**config.mk**
```make
export PLATFORM = sky130hd
export DESIGN_NAME = fir_tdm_sequencer
export DESIGN_NICKNAME = d
export VERILOG_FILES = /design/src/rtl/fir_tdm_pkg.sv /design/src/rtl/fir_tdm_sequencer_delay.sv /design/src/rtl/fir_tdm_sequencer.sv
export SDC_FILE = /design/constraint.sdc
export NUM_CORES = 1
export LEC_CHECK = 0
export ABC_AREA = 1
export BUFFER_PORTS_ARGS = -buffer_cell sky130_fd_sc_hd__clkbuf_2
export CAP_MARGIN = 0
export CORE_AREA = 2 2 39 41
export DETAILED_ROUTE_END_ITERATION = 7
export DIE_AREA = 0 0 41 43
export GPL_TIMING_DRIVEN = 0
export MAX_ROUTING_LAYER = met4
export PLACE_DENSITY = 0.63
export SYNTH_ARGS = -nofsm -noshare
export SYNTH_HDL_FRONTEND = slang
export SYNTH_SLANG_ARGS = --single-unit
```
**constraint.sdc**
```tcl
create_clock -name clk -period 1.1 [get_ports clk]
set_clock_uncertainty 0.05 [all_clocks]
set_input_delay 0.11 -clock clk [delete_from_list [all_inputs] [get_ports clk]]
set_output_delay 0.11 -clock clk [all_outputs]
set_load 0.02 [all_outputs]
```
**src/rtl/fir_tdm_pkg.sv**
```systemverilog
// Shared definitions for the time-shared symmetric FIR sequencer.
// Defaults, state encoding and coefficient-bank switch encodings.
package fir_tdm_pkg;

    localparam int TDM_FACTOR_D = 4;
    localparam int PHASE_W_D    = 2;
    localparam int BANK_W_D     = 2;
    localparam int PIPE_LAT_D   = 5;

    typedef enum logic {
        ST_IDLE = 1'b0,
        ST_RUN  = 1'b1
    } seq_state_t;

    // Filter-selection switch settings as seen on bank_sel_in
    localparam logic [BANK_W_D-1:0] BANK_LOWPASS  = 2'b00;
    localparam logic [BANK_W_D-1:0] BANK_BANDPASS = 2'b01;
    localparam logic [BANK_W_D-1:0] BANK_HIGHPASS = 2'b10;
    localparam logic [BANK_W_D-1:0] BANK_BYPASS   = 2'b11;

endpackage

```
**src/rtl/fir_tdm_sequencer_delay.sv**
```systemverilog
// Fixed-depth 1-bit strobe delay line with asynchronous reset.
// Carries acc_capture through the adder-tree latency to become y_load.
module strobe_delay_line #(
    parameter int DEPTH = 5
) (
    input  logic clk,
    input  logic reset,
    input  logic i_d,
    output logic o_q
);

    generate
        if (DEPTH == 1) begin : g_single
            logic r_q;
            always_ff @(posedge clk or posedge reset) begin
                if (reset) begin
                    r_q <= 1'b0;
                end else begin
                    r_q <= i_d;
                end
            end
            assign o_q = r_q;
        end else begin : g_chain
            logic [DEPTH-1:0] r_sh;
            always_ff @(posedge clk or posedge reset) begin
                if (reset) begin
                    r_sh <= '0;
                end else begin
                    r_sh <= {r_sh[DEPTH-2:0], i_d};
                end
            end
            assign o_q = r_sh[DEPTH-1];
        end
    endgenerate

endmodule

```
**src/rtl/fir_tdm_sequencer.sv**
```systemverilog
// TDM phase/strobe sequencer for the shared-multiplier FIR datapath.
// Define TDM_SEQ_STATUS_EN to add err_count/sample_count status outputs.
module fir_tdm_sequencer
    import fir_tdm_pkg::*;
#(
    parameter int TDM_FACTOR = TDM_FACTOR_D,
    parameter int PHASE_W    = PHASE_W_D,
    parameter int BANK_W     = BANK_W_D,
    parameter int PIPE_LAT   = PIPE_LAT_D
) (
    input  logic                      clk,
    input  logic                      reset,
    input  logic                      sam_clk_en,
    input  logic [BANK_W-1:0]         bank_sel_in,
    output logic [PHASE_W-1:0]        phase,
    output logic [BANK_W+PHASE_W-1:0] coef_addr,
    output logic                      acc_clr,
    output logic                      acc_en,
    output logic                      acc_capture,
    output logic                      y_load,
    output logic                      running,
    output logic                      sync_err
`ifdef TDM_SEQ_STATUS_EN
    ,
    output logic [7:0]                err_count,
    output logic [15:0]               sample_count
`endif
);

    localparam logic [PHASE_W-1:0] LAST = PHASE_W'(TDM_FACTOR - 1);

    seq_state_t         r_state;
    logic [PHASE_W-1:0] r_phase;
    logic [BANK_W-1:0]  r_bank;
    logic               r_hold;
    logic               r_running;
    logic               r_sync_err;

    logic w_last;
    logic w_capture;

    assign w_last = (r_phase == LAST);

    // r_hold marks every cycle spent parked on the last phase after the
    // first one; the rising edge of r_hold is the late-enable report.
    always_ff @(posedge clk or posedge reset) begin
        if (reset) begin
            r_state    <= ST_IDLE;
            r_phase    <= '0;
            r_bank     <= '0;
            r_hold     <= 1'b0;
            r_running  <= 1'b0;
            r_sync_err <= 1'b0;
        end else begin
            r_sync_err <= 1'b0;
            unique case (r_state)
                ST_IDLE: begin
                    if (sam_clk_en) begin
                        r_state   <= ST_RUN;
                        r_running <= 1'b1;
                        r_phase   <= '0;
                        r_bank    <= bank_sel_in;
                        r_hold    <= 1'b0;
                    end
                end
                ST_RUN: begin
                    if (sam_clk_en) begin
                        r_phase    <= '0;
                        r_bank     <= bank_sel_in;
                        r_hold     <= 1'b0;
                        r_sync_err <= !w_last;
                    end else if (!w_last) begin
                        r_phase <= r_phase + PHASE_W'(1);
                    end else begin
                        r_hold     <= 1'b1;
                        r_sync_err <= !r_hold;
                    end
                end
            endcase
        end
    end

    assign w_capture = r_running & w_last & ~r_hold;

    assign phase       = r_phase;
    assign coef_addr   = {r_bank, r_phase};
    assign running     = r_running;
    assign sync_err    = r_sync_err;
    assign acc_en      = r_running & ~r_hold;
    assign acc_clr     = r_running & (r_phase == '0);
    assign acc_capture = w_capture;

    strobe_delay_line #(
        .DEPTH (PIPE_LAT)
    ) u_y_load_dly (
        .clk   (clk),
        .reset (reset),
        .i_d   (w_capture),
        .o_q   (y_load)
    );

`ifdef TDM_SEQ_STATUS_EN
    logic [7:0]  r_err_count;
    logic [15:0] r_sample_count;

    always_ff @(posedge clk or posedge reset) begin
        if (reset) begin
            r_err_count    <= '0;
            r_sample_count <= '0;
        end else begin
            if (r_sync_err && (r_err_count != 8'hFF)) begin
                r_err_count <= r_err_count + 8'd1;
            end
            if (w_capture) begin
                r_sample_count <= r_sample_count + 16'd1;
            end
        end
    end

    assign err_count    = r_err_count;
    assign sample_count = r_sample_count;
`endif

endmodule

```
Word level (Yosys, flattened, before mapping)
Index checks and enable logic that the tools add are counted.
{"block": "totals", "reg_bits": 13, "input_bits": 5, "out_inout_bits": 12, "elab_cells": 38}
{"block": "op_classes", "addsub": 1, "n_eq_ne": 4, "n_mux": 14, "n_bitwise": 6, "n_reduce_logical": 6}
{"op": "$mux W1", "count": 8}
{"op": "$mux W2", "count": 4}
{"op": "$reduce_and A2 Y1", "count": 3}
{"op": "$and A1 B1 Y1", "count": 4}
{"op": "$pmux W2 S2", "count": 1}
{"op": "$ne A3 B2 Y1 const B", "count": 1}
{"op": "$ne A3 B3 Y1 const B", "count": 1}
{"op": "$add A2 B1 Y2 const B", "count": 1}
{"op": "$eq A2 B2 Y1 const B", "count": 1}
{"op": "$logic_not A1 Y1", "count": 2}
{"op": "$logic_not A2 Y1", "count": 1}
{"op": "$ne A2 B2 Y1 const B", "count": 1}
{"op": "$not A1 Y1", "count": 2}
{"op": "$pmux W1 S2", "count": 1}

Longest topological paths before layout
Gate-level depths: netlist of run 1.
{"block": "depth", "ltp_word": 4, "mapped_depth": 5, "mapped_depth_nobuf": 5}

Cells and area by module
Synthesis of run 1 repeated with hierarchy kept, for this count alone.
{"block": "hier_totals", "hier_cells": 53, "area_unflattened_um2": 528.0}
{"module": "fir_tdm_sequencer", "n_inst": 1, "cells_per_inst": 47, "area_each_um2": 399.1, "seq_area_each_um2": 200.2}
{"module": "strobe_delay_line", "n_inst": 1, "cells_per_inst": 6, "area_each_um2": 128.9, "seq_area_each_um2": 125.1}

Worst setup path before layout of run 1
No wires, ideal clock.
{"block": "synth_path", "path_type": "register to register", "from": "register r_phase[1], in the netlist phase[1]", "to": "register u_y_load_dly.g_chain.r_sh[0]", "setup_ns": 0.149, "arrival_ns": 1.109, "required_time_ns": 0.901, "slack_ns": -0.209, "stages_incl_launch_ff": 4, "path_buffers": 0, "period_less_slack_ns": 1.309, "path_cell_list": "dfrtp_1 -> ha_1 -> nand2_1 -> nor2_1"}
{"block": "synth_via", "elab_chain_len": 3}
{"element": "start, declared", "line": "fir_tdm_sequencer.sv:33", "text": "logic [PHASE_W-1:0] r_phase;"}
{"element": "start signal, assigned", "line": "fir_tdm_sequencer.sv:73", "text": "r_phase <= r_phase + PHASE_W'(1);"}
{"element": "$eq A2 B2 Y1", "line": "fir_tdm_sequencer.sv:42", "text": "assign w_last = (r_phase == LAST);"}
{"element": "$and A1 B1 Y1 (2 in a row)", "line": "fir_tdm_sequencer.sv:83", "text": "assign w_capture = r_running & w_last & ~r_hold;"}
{"element": "via acc_capture", "line": "fir_tdm_sequencer.sv:19", "text": "output logic acc_capture,"}
{"element": "end signal, assigned", "line": "fir_tdm_sequencer_delay.sv:29", "text": "r_sh <= {r_sh[DEPTH-2:0], i_d};"}
{"element": "end, declared", "line": "fir_tdm_sequencer_delay.sv:24", "text": "logic [DEPTH-1:0] r_sh;"}
The timed path passes the listed nets, and every way through them passes these cells.
A chain may end at the register's enable or synchronous reset.

Worst setup path after layout of run 1
{"block": "layout_path", "from": "register r_phase[0], in the netlist phase[0]", "to": "output port acc_capture"}
{"block": "layout_via", "elab_chain_len": 3}
{"element": "$eq A2 B2 Y1", "line": "fir_tdm_sequencer.sv:42"}
{"element": "$and A1 B1 Y1 (2 in a row)", "line": "fir_tdm_sequencer.sv:83"}
{"element": "end, declared", "line": "fir_tdm_sequencer.sv:19"}
No other way between the ends.

==> metrics, run 1 <==
Seq cells post-synth 13; final setup margin -0.217 ns; vias per cell 4.53; IO Pins 17; placed insts 84; Reg clk slew, reported paths roughly 0.080 ns; via count 453; violated checks negative setup slack; most common cell after layout, fill and taps aside nand2_1; Slew @ Worst Pin ~0.5 ns; Clk Latency, worst-skew pair approximately 0.28 ns; setup TNS -1.18 ns; status complete, but fails checks; Worst setup EP type primary output; final core utilization 63.1%; post-synthesis sequential area ratio a little over three fifths; GRT overflow 0; number of global-route vias before repair about 480; CTS tree done; R2R depth 6; total length of routed wires roughly 1100 um; CP required 0.94 ns; ant diodes 0; Pins Over Slew Limit 0; WP data arrival 1.16 ns; Die Y 43 um; TritonCTS Buffers 3; Mapped Cells 52; Yosys cell types 12; r2r setup slk -0.06 ns; H-tree Lvls 1; clk buf depth 2; Final Critical Period 1.32 ns; Final ANT Viol Nets 0; Cell Area, Synth 515 um2; Initial Utilization 37.3%; worst r2r dst phase[0]$_DFFE_PP0P_; Leak Pwr 0.471 nW; syn_nets 60; crit path launch type register; # setup viols final 10; IR drop worst, VDD slightly above 1 mV; critical-path maximum fanout 4; largest net degree at the start of global routing 14; Clock Sink Count 13; max cap viols 0; Total Die Area 1760 um2; clock root cell clkbuf_4; post-DP HPWL 670 um; area delta synth->final 69.4%; WHS 0.0547 ns; Hold Crit Class input port to register; drt first pass iters 1; critical path class register to primary output; synthesized area per cell 9.91 um2; Final Hold Vio Count 0; Synth Warn # 0; final net count 93; initial antenna violation count 0; crit path capture acc_capture; Port Buf Inserts 16; RSZ-0062 raised after global routing yes; RR Startpoint phase[0]$_DFFE_PP0P_; Slew HR 67.6%; DR iter-0 viols 0; chip width 41 um; first-pass GRT wire length 1970 um; period utilization 120%; row count 14; share of cells above drive strength 1 54.8%; most frequent cells in the layout nand2_1, dfrtp_1, clkbuf_2; Final Non-Filler Cells 100; Routed WL per cell 11.2 um; Power Density roughly 1600 nW/um2; number of remaining DRC errors 0; Core ar. 1380 um2; GRT Util Overall between 10% and 20%; Max Fclk ~0.76 GHz; Final Wtd Congestion 0.782; worst setup path startpoint phase[0]$_DFFE_PP0P_
==> area by class of cell <==
cell class | instances | area (um2)
fill | 121 | 510
sequential | 13 | 328
timing repair buffer | 28 | 246
multi-input combinational | 28 | 196
inverter | 9 | 33.8
clock buffer | 4 | 26.3
buffer | 2 | 22.5
tap | 16 | 20.0
==> cells in the mapped netlist <==
library cell,n,area share (%)
nand2_1,16,12
dfrtp_1,13,63
inv_1,8,5.8
ha_1,3,7.3
nor2_1,3,2.2
buf_4,2,2.9
nand3_1,2,1.9
a21oi_1,1,0.97
inv_2,1,0.73
nand2_2,1,1.2
o21ai_0,1,0.97
o22ai_1,1,1.2
==> worst max-delay path, cell delays in order (launching register included) <==
cell     delay, ns
dfrtp_2       0.44
ha_4          0.17
nand2_4       0.05
nor2_4        0.10
buf_8         0.12
==> metal layers <==
metal | vias to the layer above | global-route usage [%] | wire (um)
li1 | 217 | - | -
met1 | 222 | 17.3 | 413
met2 | 11 | 28.1 | 607
met3 | 3 | 7.85 | 77
met4 | 0 | 8.00 | 17
met5 | - | - | 0
==> report_power, final <==
| part | switching [mW] | internal (mW) | leakage, nW |
|---|---|---|---|
| sequential | 0.0389 | 0.526 | 0.159 |
| clock | 0.161 | 0.141 | 0.0150 |
| combinational | 0.221 | 0.270 | 0.297 |
| total | 0.422 | 0.937 | 0.471 |
==> sequential cells by signal (all words and copies together), names as in the netlist <==
signal	count
u_y_load_dly.g_chain.r_sh	5
running	1
phase	2
r_hold	1
r_bank	2
sync_err	1
r_state	1
==> kinds of logic after synthesis <==
logic type | share of synthesized area [%]
fa+ha+maj | 7.28
simple gates | 17.0
flops | 63.1
compound gates | 3.15
buf+inv | 9.46
==> worst min path at each step <==
stage                     depth (start not counted)                                endpoint        from  slack (ns)
after detailed placement                          2  u_y_load_dly.g_chain.r_sh[4]$_DFF_PP0_       reset         0.1
after global routing                              2                      r_hold$_DFFE_PP0P_  sam_clk_en        0.07
after global placement                            2                      sync_err$_DFF_PP0_       reset        0.08
after CTS                                         3                   r_bank[0]$_DFFE_PP0P_  sam_clk_en        0.05
final                                             3                   r_bank[0]$_DFFE_PP0P_  sam_clk_en        0.05
after floorplan                                   1                   r_bank[0]$_DFFE_PP0P_       reset       -0.06
==> metrics by stage <==
| step | setup WS [ns] | cell area, um2 | total power, mW |
|---|---|---|---|
| 3_3_place_gp | -0.0332 | 621 | 0.819 |
| 4_1_cts | -0.233 | 828 | 1.30 |
| 2_1_floorplan | 0.00298 | 520 | 0.735 |
| 3_5_place_dp | -0.0545 | 621 | 0.824 |
| 6_report | -0.217 | 873 | 1.36 |
| 5_1_grt | -0.262 | 873 | 1.43 |
==> repair_timing <==
| item | 4_1_cts | 5_1_grt |
|---|---|---|
| endpoints found under the setup margin | 7 | 11 |
| buffers inserted | 7 | 2 |
| resized for setup | 26 | 13 |
| pin swaps | 5 | 1 |
| hold buffers | 3 | 0 |
| endpoints found under the hold margin | 15 | 0 |
Power figures use the tool's default switching activity.
==> run 2: changes to the inputs <==
==> constraint.sdc (replaced) <==
create_clock -name clk -period 1.3 [get_ports clk]
set_clock_uncertainty 0.05 [all_clocks]
set_input_delay 0.13 -clock clk [delete_from_list [all_inputs] [get_ports clk]]
set_output_delay 0.13 -clock clk [all_outputs]
set_load 0.02 [all_outputs]
==> run 2 against run 1 <==
Against the previous run: the run still ends with negative setup slack left; cell area decreased by 15%; flip-flop and latch count unchanged; register-to-register slack improved by 0.16 ns; setup slack improved by 0.17 ns; clock power decreased by 21%; global-route usage decreased by 3.5 points; total power decreased by 25%.
==> metrics, run 2 (synthesis results as in run 1) <==
Port Buf Inserts 16 (unchanged); Largest register FFs 5 (unchanged); Final Hold Vio Count 0 (unchanged); GR peak layer met2; initial antenna violation count 0 (unchanged); CP required 1.12 ns (+0.18 ns); placed insts 84 (unchanged); Final Critical Period roughly 1.3 ns; most common cell after layout, fill and taps aside nand2_1; Final Wtd Congestion 0.745 (-4.7%); RR Startpoint phase[1]$_DFFE_PP0P_; post-DP HPWL 654 um (-2.3%); Reg clk slew, reported paths 0.07 ns (about the same); WP data arrival 1.16 ns (about the same); first-pass GRT wire length 1570 um (-20%); cells along the critical path inv_2 -> ha_1 -> nand2_1 -> inv_1 -> clkbuf_8; status complete, but fails checks; largest net degree at the start of global routing 14 (unchanged); Slew HR 68.3% (+0.73 points); GRT overflow 0 (unchanged); IR drop worst, VDD 0.852 mV (-16%); total length of routed wires 972 um (-13%); IO Pins 17 (unchanged); met2 Resource Use GR 22.2% (-5.9 points); period utilization 103%; DR iter-0 viols 10 (+10); Area after DPL 618 um2 (-0.40%); Die Y 43 um (unchanged); chip width 41 um (unchanged); critical-path maximum fanout 4 (unchanged); clock root cell clkbuf_4; Power Density 1370 nW/um2 (-12%); number of remaining DRC errors 0 (unchanged); final setup margin -0.0446 ns (+0.172 ns); Initial Utilization 37.3% (unchanged); final net count 86 (-7.5%); Largest Register u_y_load_dly.g_chain.r_sh; Clock Sink Count 13 (unchanged); area delta synth->final 43.7%; GR Util met1 14.5% (-2.8 points); routing usage on met3 9.42% (+1.6 points); Total Die Area 1760 um2 (unchanged); most frequent cells in the layout nand2_1, clkbuf_2, dfrtp_1; H-tree Lvls 1 (unchanged); violated checks negative setup slack; vias per cell 4.29 (-5.3%); max cap viols 0 (unchanged); hold_sp bank_sel_in[1]; Slowest-stage cell, CP dfrtp_2; Core ar. 1380 um2 (unchanged); Max Fclk ~0.74 GHz; Clk Latency, worst-skew pair 0.27 ns (about the same); Final Non-Filler Cells 93 (-7.0%); share of cells above drive strength 1 42.9% (-12 points); PnR Total Power 1.01 mW (-25%); critical path class register to primary output; clk buf depth 2 (unchanged); RSZ-0062 raised after global routing yes; Slew @ Worst Pin 0.475 ns (-0.0110 ns); row count 14 (unchanged); TritonCTS Buffers 3 (unchanged); largest stage delay on the critical path 0.43 ns (about the same); number of global-route vias before repair 378 (-22%); Final ANT Viol Nets 0 (unchanged); ant diodes 0 (unchanged); Design Area, Final 741 um2 (-15%); Routed WL per cell 10.5 um (-6.3%); Hold Crit Class input port to register; CTS tree done; drt first pass iters 4 (+3); Leak Pwr 0.419 nW (-11%); via count 399 (-12%); Pins Over Slew Limit 0 (unchanged); worst setup path startpoint phase[0]$_DFFE_PP0P_; crit path launch type register; Worst setup EP type primary output; # setup viols final 3 (-7); pre-CTS WS 0.0784 ns (+0.133 ns); GRT Util Overall 14.1% (-3.5 points); WHS 0.00661 ns (-0.0481 ns)
-- run 2: worst paths after layout --
check	endpoint	slack (ns)	cells past startpoint
max in group asynchronous	phase[0]$_DFFE_PP0P_	0.51	3
min reg2reg	u_y_load_dly.g_chain.r_sh[1]$_DFF_PP0_	0.31	0
min in group asynchronous	r_bank[1]$_DFFE_PP0P_	0.35	3
max	acc_clr	-0.04	5
min	r_bank[1]$_DFFE_PP0P_	0.007	3
max reg2reg	sync_err$_DFF_PP0_	0.10	6
-- run 2: stage by stage --
stage                     setup TNS (ns)  utilization (%)
final                            -0.0873             53.5
after global routing              -0.268             53.5
after CTS                         -0.137             52.6
after detailed placement               0             44.7
after global placement                 0             44.7
after floorplan                        0                -
-- run 2: what timing repair did --
item,4_1_cts,5_1_grt
endpoints found under the hold margin,13,0
gates resized for setup,11,6
cloned,0,0
buffers inserted,4,1
hold buffers,1,0
setup endpoints to repair,2,4
pin swaps,1,1
-- run 2: metal layers --
layer / share of wire [%] / vias up
met1: 42 / 183
met5: 0 / -
met4: 0 / 0
met3: 6.5 / 0
li1: - / 204
met2: 51 / 12
-- run 2: power breakdown --
part,switching (mW),internal [mW]
clock,0.122,0.119
sequential,0.0290,0.445
combinational,0.159,0.140
-- run 2: layout make-up --
type	count	area, um2
Fill cell	131	643
Sequential cell	13	328
Multi-Input combinational cell	28	169
Timing Repair Buffer	22	156
Inverter	9	33.8
Clock buffer	4	26.3
Tap cell	16	20.0
Buffer	1	7.51
-- run 2: critical path, delay by kind of cell, from the launching register on --
family	cells	cell delay, ns
DFF	1	0.43
buffers and inverters	3	0.23
adders and majority gates	1	0.18
and+or+nand+nor	1	0.06
